[src/rtl/textmode_pkg.sv]
// Shared text-mode geometry, bus widths and cursor placement.
package textmode_pkg;

  localparam int unsigned COLS_DEF     = 80;
  localparam int unsigned ROWS_DEF     = 30;
  localparam int unsigned GLYPH_H_DEF  = 16;

  localparam int unsigned TEXT_AW      = 12;
  localparam int unsigned FONT_AW      = 12;
  localparam int unsigned CHAR_W       = 8;
  localparam int unsigned COL_W        = 7;
  localparam int unsigned ROW_W        = 5;
  localparam int unsigned GROW_W       = 4;
  localparam int unsigned PX_W         = 3;
  localparam int unsigned BLINK_W      = 6;

  // Underline cursor occupies the bottom CURSOR_LINES glyph rows of a cell
  localparam int unsigned CURSOR_LINES = 2;

  // First glyph row at which the cursor is drawn for a given glyph height
  function automatic logic [GROW_W-1:0] cursor_threshold(input int unsigned glyph_h);
    return GROW_W'(glyph_h - CURSOR_LINES);
  endfunction

endpackage

[src/rtl/text_renderer_if.sv]
// Video timing, memory read ports, cursor control and pixel output of the renderer.
interface text_renderer_if;
  import textmode_pkg::*;

  logic                 frame_start;
  logic                 line_start;
  logic                 active;
  logic [TEXT_AW-1:0]   text_addr;
  logic [CHAR_W-1:0]    text_data;
  logic [FONT_AW-1:0]   font_addr;
  logic [CHAR_W-1:0]    font_data;
  logic                 cursor_en;
  logic [COL_W-1:0]     cursor_col;
  logic [ROW_W-1:0]     cursor_row;
  logic                 pixel;
  logic                 pixel_de;

  // Timing generator / memory side
  modport master (
    output frame_start, line_start, active, text_data, font_data,
           cursor_en, cursor_col, cursor_row,
    input  text_addr, font_addr, pixel, pixel_de
  );

  // Renderer side
  modport slave (
    input  frame_start, line_start, active, text_data, font_data,
           cursor_en, cursor_col, cursor_row,
    output text_addr, font_addr, pixel, pixel_de
  );

endinterface

[src/rtl/glyph_shifter.sv]
// 8-bit glyph shift register with pixel-in-cell counter.
// At px==0 the incoming glyph's MSB is presented directly while it is loaded.
module glyph_shifter
  import textmode_pkg::*;
(
  input  logic              clk,
  input  logic              rst,
  input  logic              clear_i,
  input  logic              adv_i,
  input  logic [CHAR_W-1:0] glyph_i,
  output logic [PX_W-1:0]   px_o,
  output logic              bit_c_o
);

  logic [CHAR_W-1:0] shift_q, shift_d;
  logic [PX_W-1:0]   px_q, px_d;

  // Next-state: clear on new line, load/shift and count on each advancing pixel
  always_comb begin
    shift_d = shift_q;
    px_d    = px_q;
    if (clear_i) begin
      px_d = '0;
    end else if (adv_i) begin
      px_d = px_q + PX_W'(1);
      if (px_q == '0) begin
        shift_d = {glyph_i[CHAR_W-2:0], 1'b0};
      end else begin
        shift_d = {shift_q[CHAR_W-2:0], 1'b0};
      end
    end
  end

  // State registers
  always_ff @(posedge clk or posedge rst) begin
    if (rst) begin
      shift_q <= '0;
      px_q    <= '0;
    end else begin
      shift_q <= shift_d;
      px_q    <= px_d;
    end
  end

  assign px_o    = px_q;
  assign bit_c_o = (px_q == '0) ? glyph_i[CHAR_W-1] : shift_q[CHAR_W-1];

endmodule

[src/rtl/text_renderer.sv]
// Character-cell text renderer: walks text RAM and font ROM with a 3-stage
// prefetch one cell ahead of the beam and serialises glyph bits to pixels.
module text_renderer
  import textmode_pkg::*;
#(
  parameter int unsigned COLS    = COLS_DEF,
  parameter int unsigned ROWS    = ROWS_DEF,
  parameter int unsigned GLYPH_H = GLYPH_H_DEF
) (
  input  logic           clk,
  input  logic           rst,
  text_renderer_if.slave bus
);

  localparam logic [COL_W-1:0]  LAST_COL   = COL_W'(COLS - 1);
  localparam logic [ROW_W-1:0]  LAST_ROW   = ROW_W'(ROWS - 1);
  localparam logic [GROW_W-1:0] LAST_GROW  = GROW_W'(GLYPH_H - 1);
  localparam logic [GROW_W-1:0] CURSOR_MIN = cursor_threshold(GLYPH_H);

  logic                 first_line_q, first_line_d;
  logic                 line_valid_q, line_valid_d;
  logic [BLINK_W-1:0]   blink_q, blink_d;
  logic [GROW_W-1:0]    glyph_row_q, glyph_row_d;
  logic [ROW_W-1:0]     text_row_q, text_row_d;
  logic [TEXT_AW-1:0]   row_base_q, row_base_d;
  logic [COL_W-1:0]     col_q, col_d;
  logic [TEXT_AW-1:0]   text_addr_q, text_addr_d;
  logic [FONT_AW-1:0]   font_addr_q, font_addr_d;
  logic                 fetch_text_q, fetch_text_d;
  logic                 fetch_font_q, fetch_font_d;
  logic [CHAR_W-1:0]    next_glyph_q, next_glyph_d;
  logic                 pixel_q, pixel_d;
  logic                 pixel_de_q, pixel_de_d;

  logic                 adv_c;
  logic                 cursor_hit_c;
  logic                 glyph_bit_c;
  logic [PX_W-1:0]      px;

  // A pixel advances only inside a started line; line_start wins over active
  assign adv_c = bus.active & line_valid_q & ~bus.line_start;

  assign cursor_hit_c = bus.cursor_en & blink_q[BLINK_W-1] &
                        (glyph_row_q >= CURSOR_MIN) &
                        (text_row_q == bus.cursor_row) &
                        (col_q == bus.cursor_col);

  glyph_shifter u_shifter (
    .clk     (clk),
    .rst     (rst),
    .clear_i (bus.line_start),
    .adv_i   (adv_c),
    .glyph_i (next_glyph_q),
    .px_o    (px),
    .bit_c_o (glyph_bit_c)
  );

  // Frame/line bookkeeping, prefetch pipeline and pixel output next-state
  always_comb begin
    first_line_d = first_line_q;
    line_valid_d = line_valid_q;
    blink_d      = blink_q;
    glyph_row_d  = glyph_row_q;
    text_row_d   = text_row_q;
    row_base_d   = row_base_q;
    col_d        = col_q;
    text_addr_d  = text_addr_q;
    fetch_text_d = 1'b0;
    fetch_font_d = fetch_text_q;
    font_addr_d  = font_addr_q;
    next_glyph_d = next_glyph_q;

    if (bus.frame_start) begin
      first_line_d = 1'b1;
      blink_d      = blink_q + BLINK_W'(1);
    end

    if (bus.line_start) begin
      // A coincident frame_start counts as already applied
      line_valid_d = 1'b1;
      col_d        = '0;
      if (first_line_q | bus.frame_start) begin
        first_line_d = 1'b0;
        glyph_row_d  = '0;
        text_row_d   = '0;
        row_base_d   = '0;
      end else if (glyph_row_q == LAST_GROW) begin
        glyph_row_d = '0;
        if (text_row_q == LAST_ROW) begin
          text_row_d = '0;
          row_base_d = '0;
        end else begin
          text_row_d = text_row_q + ROW_W'(1);
          row_base_d = row_base_q + TEXT_AW'(COLS);
        end
      end else begin
        glyph_row_d = glyph_row_q + GROW_W'(1);
      end
      text_addr_d  = row_base_d;
      fetch_text_d = 1'b1;
    end else if (adv_c) begin
      // Fetch the next cell on its neighbour's first pixel; none past the last column
      if ((px == '0) && (col_q < LAST_COL)) begin
        text_addr_d  = row_base_q + TEXT_AW'(col_q) + TEXT_AW'(1);
        fetch_text_d = 1'b1;
      end
      if (px == PX_W'(7)) begin
        col_d = col_q + COL_W'(1);
      end
    end

    if (fetch_text_q) begin
      font_addr_d = FONT_AW'({bus.text_data, glyph_row_q});
    end
    if (fetch_font_q) begin
      next_glyph_d = bus.font_data;
    end

    pixel_de_d = bus.active & line_valid_q;
    pixel_d    = adv_c & (glyph_bit_c | cursor_hit_c);
  end

  // State registers
  always_ff @(posedge clk or posedge rst) begin
    if (rst) begin
      first_line_q <= 1'b1;
      line_valid_q <= 1'b0;
      blink_q      <= '0;
      glyph_row_q  <= '0;
      text_row_q   <= '0;
      row_base_q   <= '0;
      col_q        <= '0;
      text_addr_q  <= '0;
      font_addr_q  <= '0;
      fetch_text_q <= 1'b0;
      fetch_font_q <= 1'b0;
      next_glyph_q <= '0;
      pixel_q      <= 1'b0;
      pixel_de_q   <= 1'b0;
    end else begin
      first_line_q <= first_line_d;
      line_valid_q <= line_valid_d;
      blink_q      <= blink_d;
      glyph_row_q  <= glyph_row_d;
      text_row_q   <= text_row_d;
      row_base_q   <= row_base_d;
      col_q        <= col_d;
      text_addr_q  <= text_addr_d;
      font_addr_q  <= font_addr_d;
      fetch_text_q <= fetch_text_d;
      fetch_font_q <= fetch_font_d;
      next_glyph_q <= next_glyph_d;
      pixel_q      <= pixel_d;
      pixel_de_q   <= pixel_de_d;
    end
  end

  assign bus.text_addr = text_addr_q;
  assign bus.font_addr = font_addr_q;
  assign bus.pixel     = pixel_q;
  assign bus.pixel_de  = pixel_de_q;

endmodule

[src/flat_wrapper.sv]
// flat-port wrapper written by rule: the top's interface ports become plain ports
module text_renderer_flat import textmode_pkg::*;
#(
  parameter int unsigned COLS    = COLS_DEF,
  parameter int unsigned ROWS    = ROWS_DEF,
  parameter int unsigned GLYPH_H = GLYPH_H_DEF
)
  (clk, rst, bus_frame_start, bus_line_start, bus_active, bus_text_data, bus_font_data, bus_cursor_en, bus_cursor_col, bus_cursor_row, bus_text_addr, bus_font_addr, bus_pixel, bus_pixel_de);
  text_renderer_if bus_i ();
  input  logic clk;
  input  logic rst;
  input wire logic [$bits(bus_i.frame_start)-1:0] bus_frame_start;
  input wire logic [$bits(bus_i.line_start)-1:0] bus_line_start;
  input wire logic [$bits(bus_i.active)-1:0] bus_active;
  input wire logic [$bits(bus_i.text_data)-1:0] bus_text_data;
  input wire logic [$bits(bus_i.font_data)-1:0] bus_font_data;
  input wire logic [$bits(bus_i.cursor_en)-1:0] bus_cursor_en;
  input wire logic [$bits(bus_i.cursor_col)-1:0] bus_cursor_col;
  input wire logic [$bits(bus_i.cursor_row)-1:0] bus_cursor_row;
  output wire logic [$bits(bus_i.text_addr)-1:0] bus_text_addr;
  output wire logic [$bits(bus_i.font_addr)-1:0] bus_font_addr;
  output wire logic [$bits(bus_i.pixel)-1:0] bus_pixel;
  output wire logic [$bits(bus_i.pixel_de)-1:0] bus_pixel_de;
  assign bus_i.frame_start = bus_frame_start;
  assign bus_i.line_start = bus_line_start;
  assign bus_i.active = bus_active;
  assign bus_i.text_data = bus_text_data;
  assign bus_i.font_data = bus_font_data;
  assign bus_i.cursor_en = bus_cursor_en;
  assign bus_i.cursor_col = bus_cursor_col;
  assign bus_i.cursor_row = bus_cursor_row;
  assign bus_text_addr = bus_i.text_addr;
  assign bus_font_addr = bus_i.font_addr;
  assign bus_pixel = bus_i.pixel;
  assign bus_pixel_de = bus_i.pixel_de;
  text_renderer #(.COLS(COLS), .ROWS(ROWS), .GLYPH_H(GLYPH_H)) u_core (.clk(clk), .rst(rst), .bus(bus_i));
endmodule
[config.mk]
export PLATFORM = sky130hd
export DESIGN_NAME = text_renderer_flat
export DESIGN_NICKNAME = d
export VERILOG_FILES = /design/src/rtl/textmode_pkg.sv /design/src/rtl/text_renderer_if.sv /design/src/rtl/glyph_shifter.sv /design/src/rtl/text_renderer.sv /design/src/flat_wrapper.sv
export SDC_FILE = /design/constraint.sdc
export NUM_CORES = 1
export LEC_CHECK = 0
export ABC_AREA = 1
export CORE_ASPECT_RATIO = 0.6
export CORE_MARGIN = 2
export CORE_UTILIZATION = 40
export DETAILED_ROUTE_END_ITERATION = 10
export HOLD_SLACK_MARGIN = 0.02
export SYNTH_ARGS = -nofsm -noshare
export SYNTH_HDL_FRONTEND = slang
export SYNTH_SLANG_ARGS = --single-unit
export TNS_END_PERCENT = 10
[constraint.sdc]
create_clock -name clk -period 3.6 [get_ports clk]
set_input_delay 0.54 -clock clk [delete_from_list [all_inputs] [get_ports clk]]
set_output_delay 0.54 -clock clk [all_outputs]
set_load 0.01 [all_outputs]
# After elaboration in Yosys (flattened, before gate mapping)
# Cells that the tools add are included.
# totals
register_bits,83
input_bits,34
output_inout_bits,26
wordCells,75
# op_classes
addsub,8
magnitude_cmp,2
n_eq_ne,5
n_mux,24
bitwise_logic,10
reduce_logical,10
# op_table
op,n
12-bit two-way mux,6
7-bit two-way mux,3
5-bit two-way mux,3
"12-bit by 1-bit adder with 12-bit output, second input constant",1
12-bit by 7-bit adder with 12-bit output,1
"12-bit by 7-bit adder with 12-bit output, second input constant",1
4-bit two-way mux,2
8-bit two-way mux,1
2-bit AND reduction,4
2-bit nonzero test,4
"7-bit by 1-bit adder with 7-bit output, second input constant",1
1-bit bitwise AND,7
7-bit == test,1
"7-bit less-than comparator, second input constant",1
1-bit two-way mux,7
"6-bit by 1-bit adder with 6-bit output, second input constant",1
3-bit two-way mux,2
"5-bit by 1-bit adder with 5-bit output, second input constant",1
5-bit == test,1
"5-bit == test, second input constant",1
"4-bit by 1-bit adder with 4-bit output, second input constant",1
"4-bit == test, second input constant",1
"4-bit >= comparator, second input constant",1
"3-bit by 1-bit adder with 3-bit output, second input constant",1
5 further kinds,6

# Longest topological paths before layout
# logic_depth
ltp_word,6
ltp_mapped,12
depth_no_buf,12

# Modules after synthesis
# A second synthesis with hierarchy kept.
# hier_totals
cells_unflattened,562
hier_area_um2,4546.9
# modules_own_cells
module,n_inst,cells_each,area_each_um2,seq_area_each_um2
text_renderer,1,481,3968.8,1803.0
glyph_shifter,1,81,578.1,250.2

# Worst setup path after synthesis
# No wires, ideal clock.
# synth_path
kind,reg2reg
startpoint,reg u_core.col_q[0]
endpoint,reg u_core.text_addr_q[6] (netlist: u_core.bus.text_addr[6])
setup_time_ps,120
arrival_ps,1620
t_required_ps,3480
path_slack_ps,1860
stages_incl_launch_ff,13
path_buffers,0
period_less_slack_ps,1740
cell_sequence,dfrtp_1 > inv_1 > ha_1 > fa_1 > inv_1 > nand2_1 > nand2_1 > and2_1 > nand2_1 > nand2_1 > nand2_1 > nand3_1 > a21oi_2
# synth_via
elab_chain_len,5
word_cells_on_any_way,9
classes_between,add/sub (2); order compare (1); mux (3); reduce/logical (3)
# synth_lines
element,line,rtl
start: declaration,text_renderer.sv:26,"logic [COL_W-1:0] col_q, col_d;"
start signal: assignment,text_renderer.sv:147,col_q <= col_d;
12-bit by 7-bit adder with 12-bit output,text_renderer.sv:104,text_addr_d = row_base_q + TEXT_AW'(col_q) + TEXT_AW'(1);
12-bit by 1-bit adder with 12-bit output,text_renderer.sv:104,
12-bit two-way mux,text_renderer.sv:103,if ((px == '0) && (col_q < LAST_COL)) begin
12-bit two-way mux,text_renderer.sv:101,end else if (adv_c) begin
12-bit two-way mux,text_renderer.sv:78,if (bus.line_start) begin
end signal: assignment,text_renderer.sv:148,text_addr_q <= text_addr_d;
end: declaration,text_renderer.sv:27,"logic [TEXT_AW-1:0] text_addr_q, text_addr_d;"
# Several ways; a longest one is shown, not always the timed one. The select of a mux whose other input is x is not followed.
# A chain may end at the register's enable or synchronous reset.

# Worst setup path after layout
# layout_path
startpoint,in bus_line_start
endpoint,reg u_core.text_addr_q[5] (netlist: u_core.bus.text_addr[5])
# layout_via
elab_chain_len,4
word_cells_on_any_way,6
classes_between,mux (1); bitwise (2); reduce/logical (3)
# layout_lines
element,line,rtl
start: declaration,flat_wrapper.sv:13,input wire logic [$bits(bus_i.line_start)-1:0] bus_line_start;
1-bit inverter (no line),-,
1-bit bitwise AND,text_renderer.sv:41,assign adv_c = bus.active & line_valid_q & ~bus.line_start;
2-bit nonzero test (no line),-,
2-bit AND reduction (no line),-,
# Several ways; a longest one is shown, not always the timed one.

==> metrics list <==
* Simple-gate share of the synthesized area: 0.2578
- STA classifies the critical path endpoint as a flop.
- Worst-Margin Slew: 0.8879 ns
* CTS-repair resized insts: 0
- The portion of synthesized area spent on multiplexers is 0.04287.
- Post-Route WL: 10860 µm
- The clock arrives with 0.006278 ns of skew.
- Io pins: 60
* Number of global-route vias before repair: 3728
- Summed over all instances, the cell type with the most area after synthesis is sky130_fd_sc_hd__dfrtp_1.
- Number of post-CTS setup repair buffers: 0
- Fin. max-slew vios: 0
- In this design, the critical path's most frequently occurring cell is sky130_fd_sc_hd__inv_1.
* Fraction of the cycle the final worst path needs: 0.6244
- Max-cap viol count: 0
* Top post-synthesis cells by area: sky130_fd_sc_hd__dfrtp_1 45%, sky130_fd_sc_hd__nand2_1 12%, sky130_fd_sc_hd__inv_1 6.2%, sky130_fd_sc_hd__ha_1 4.8%, sky130_fd_sc_hd__nor2_1 4.5%
- Among cell families on the critical path, the largest total delay comes from buffers and inverters.
- Clock latency at the later pin of the worst-skew pair: 0.34 ns
- Worst Path Buf+Inv: 3
* Post-route design area: 0.005504 mm²
- Sum of net half-perimeters after detailed placement: 8249 µm
* Floorplan die area: 0.01205 mm²
- Status: completed
- For this configuration, the core starts out at a cell density of 0.4172.
- Area of the core: 0.01070 mm²
- After detailed placement, the total cell area comes to 0.005191 mm².
- Antenna Violating Nets Remaining: 0
- Synth-to-Final Area Change: 23.26%
- Remaining design rule violation count: 0
- Max-slew headroom: 0.4074
- The longest clock path from root to sink contains 2 buffers.
- Layout net count: 662
* Grt ovf: 0
- Final Hold Fails: 0
- The worst setup path is of the input port to flop kind.
* Number of H-tree branching levels: 3
- After technology mapping, the gate count stands at 545.
- STA puts the critical path data arrival time at 2.47 ns.
- Upper clock frequency limit: 0.4448 GHz
- Of the synthesized area, sequential elements account for 0.4598.
- Antenna violations before repair: 0
* XOR/XNOR Fraction of Synth Area: 0.01765
- For this run, the slowest stage of the critical path takes 0.97 ns.
- IR Drop Worst-Case VDD: 0.0002284 V
* Chain of cells forming the critical path: clkdlybuf4s50_1, inv_1, nand2_2, inv_1, nor2_1, a21oi_1
- Dominant combinational cell family by area after synthesis: simple AND/OR/NAND/NOR gates
- Type of the most critical hold path: flop to flop
* Post-synth design cell area: 0.004466 mm²
- In the final layout, the share of cells above drive strength 1 is 0.1073.
- In this run the static leakage power is 0.002691 µW.
- Required time worst endpoint: 3.82 ns
- Total negative slack for setup checks: 0 ns
- Hold Worst Slack: 0.4781 ns
- Portion of synthesized cell area occupied by the leading cell type: 0.4539
* Antenna diode count: 0
- The first TritonRoute pass finished after 4 iterations.
* Placer Congestion: 0.9423
- Yosys reg bits: 82
* Yosys synthesis warning count: 0
- Clock tree synthesis inserted a total of 9 buffers.
* Post-synthesis compound-gate area fraction: 0.08966
- Clock-pin transition on the worst setup and hold timing paths: 0.07 ns
- STA classifies the critical path startpoint as an input port.
- Wire length of the first global-routing pass: 18570 µm
- TritonCTS built the clock tree.
- In this run the mean area of a mapped cell was 8.194 µm².
* Number of unique standard cell types used by synthesis: 35
- Power per cell area: 436.3 mW/mm²
* Clock root buffer: sky130_fd_sc_hd__clkbuf_16
* Critical Path Fanout Max: 19
* Number of buffers inserted by hold repair at cts: 0
* Vertical die dimension: 85.85 µm
* Vias per cell: 4.943
- Counting every net in the synthesized netlist gives 597.
- Final number of setup-violating endpoints: 0
- Count of port buffers added during placement: 59
- GR Util All Layers: 0.1980
* Adder and majority gate portion of the synthesized area: 0.05212
- CTS saw 82 sinks.
- CP max-delay cell: sky130_fd_sc_hd__clkdlybuf4s50_1
- Summing over every cut layer, the via total after detailed routing is 3727.
* Unrepaired setup endpoints after global routing: no
- 1st-iter DRT viols: 239
* Avg WL per Cell: 14.41 µm
* X dimension of the die: 140.4 µm
- Maximum number of pins on one net before global-route repair: 51
* Final min period: 2.248 ns
* Count of standard-cell rows: 29
[placed cells by master (no fill, tap or decap), types with 15 or more instances in the layout]
cell | netlist | final
sky130_fd_sc_hd__inv_1 | 74 | 73
sky130_fd_sc_hd__ha_1 | 17 | 17
sky130_fd_sc_hd__o21ai_0 | 36 | 36
sky130_fd_sc_hd__nand3_1 | 37 | 37
sky130_fd_sc_hd__dfrtp_1 | 81 | 81
sky130_fd_sc_hd__a21oi_1 | 15 | 15
sky130_fd_sc_hd__nand2_1 | 139 | 139
sky130_fd_sc_hd__mux2_2 | 17 | 17
sky130_fd_sc_hd__nor2_1 | 54 | 54
sky130_fd_sc_hd__clkdlybuf4s50_1 | 0 | 59
[synth_stat cells, drive strengths merged]
cell and count:
o22ai 11, mux2 17, a32o 1, nand3 38, nor3 1, and2 4
nand4 11, dfrtp 81, or2 3, a31oi 1, o21ai 39, dfstp 1
xor2 7, fa 1, nand2 148, inv 76, nor2 59, buf 6
a21oi 18, xnor2 2, clkbuf 3, ha 17
[flip-flops by register name (all words and copies together), names as in the netlist]
register,flops
u_core.bus.font_addr,12
u_core.bus.text_addr,12
u_core.row_base_q,12
u_core.next_glyph_q,8
u_core.col_q,7
u_core.u_shifter.shift_q,7
u_core.blink_q,6
u_core.text_row_q,5
u_core.glyph_row_q,4
u_core.u_shifter.px_o,3
u_core.bus.pixel,1
u_core.bus.pixel_de,1
u_core.fetch_font_d,1
u_core.fetch_font_q,1
u_core.first_line_q,1
u_core.line_valid_q,1
[routing by layer]
layer | up-vias | GRT usage | wire length, µm
met5 | - | 0 | 0
met4 | 0 | 0.05601 | 116
met3 | 11 | 0.05807 | 763
met2 | 96 | 0.2799 | 4258
met1 | 1739 | 0.2943 | 5724
li1 | 1881 | - | -
[worst paths after layout]
kind	from	to	slack [ns]	cells after the start
max	bus_line_start	u_core.bus.text_addr[5]$_DFFE_PP0P_	1.35	6
min	u_core.blink_q[4]$_DFFE_PP0P_	u_core.blink_q[4]$_DFFE_PP0P_	0.48	1
max reg2reg	u_core.col_q[0]$_DFFE_PP0P_	u_core.bus.text_addr[6]$_DFFE_PP0P_	1.45	11
min reg2reg	u_core.blink_q[4]$_DFFE_PP0P_	u_core.blink_q[4]$_DFFE_PP0P_	0.48	1
max in group asynchronous	rst	u_core.first_line_q$_DFF_PP1_	2.13	3
min in group asynchronous	rst	u_core.next_glyph_q[5]$_DFFE_PP0P_	0.68	2
[cell families after synthesis]
group	Yosys count
buffers and inverters	85
adder cells (fa/ha/maj)	18
AND/OR/NAND/NOR	264
XOR/XNOR	9
AO/OA/AOI/OAI	70
multiplexers	17
flip-flops	82
[metrics by stage]
step | util | cells | setup WS, ns | power [µW]
final | 0.5142 | 754 | 1.352 | 2401
after global routing | 0.5142 | 754 | 1.160 | 2521
after CTS | 0.5142 | 754 | 1.346 | 2435
after detailed placement | 0.4850 | 738 | 1.003 | 1458
after global placement | 0.4850 | 738 | 1.081 | 1444
after floorplan | - | 545 | 0.9532 | 1302
[area by class of cell]
| type | count | area [µm²] |
|---|---|---|
| fill | 983 | 5200 |
| multi-input combinational | 378 | 2054 |
| sequential | 82 | 2053 |
| timing repair buffer | 63 | 620.6 |
| inverter | 76 | 289.0 |
| clock buffer | 10 | 239.0 |
| tap | 139 | 173.9 |
| clock inverter | 6 | 73.82 |
[power by group]
group	total, µW	switching, µW	internal [µW]
logic	339	167	171
registers	1100	78.5	1020
clock network	962	397	565
total	2400	643	1760
No activity file was read; power rests on OpenSTA's default activity.
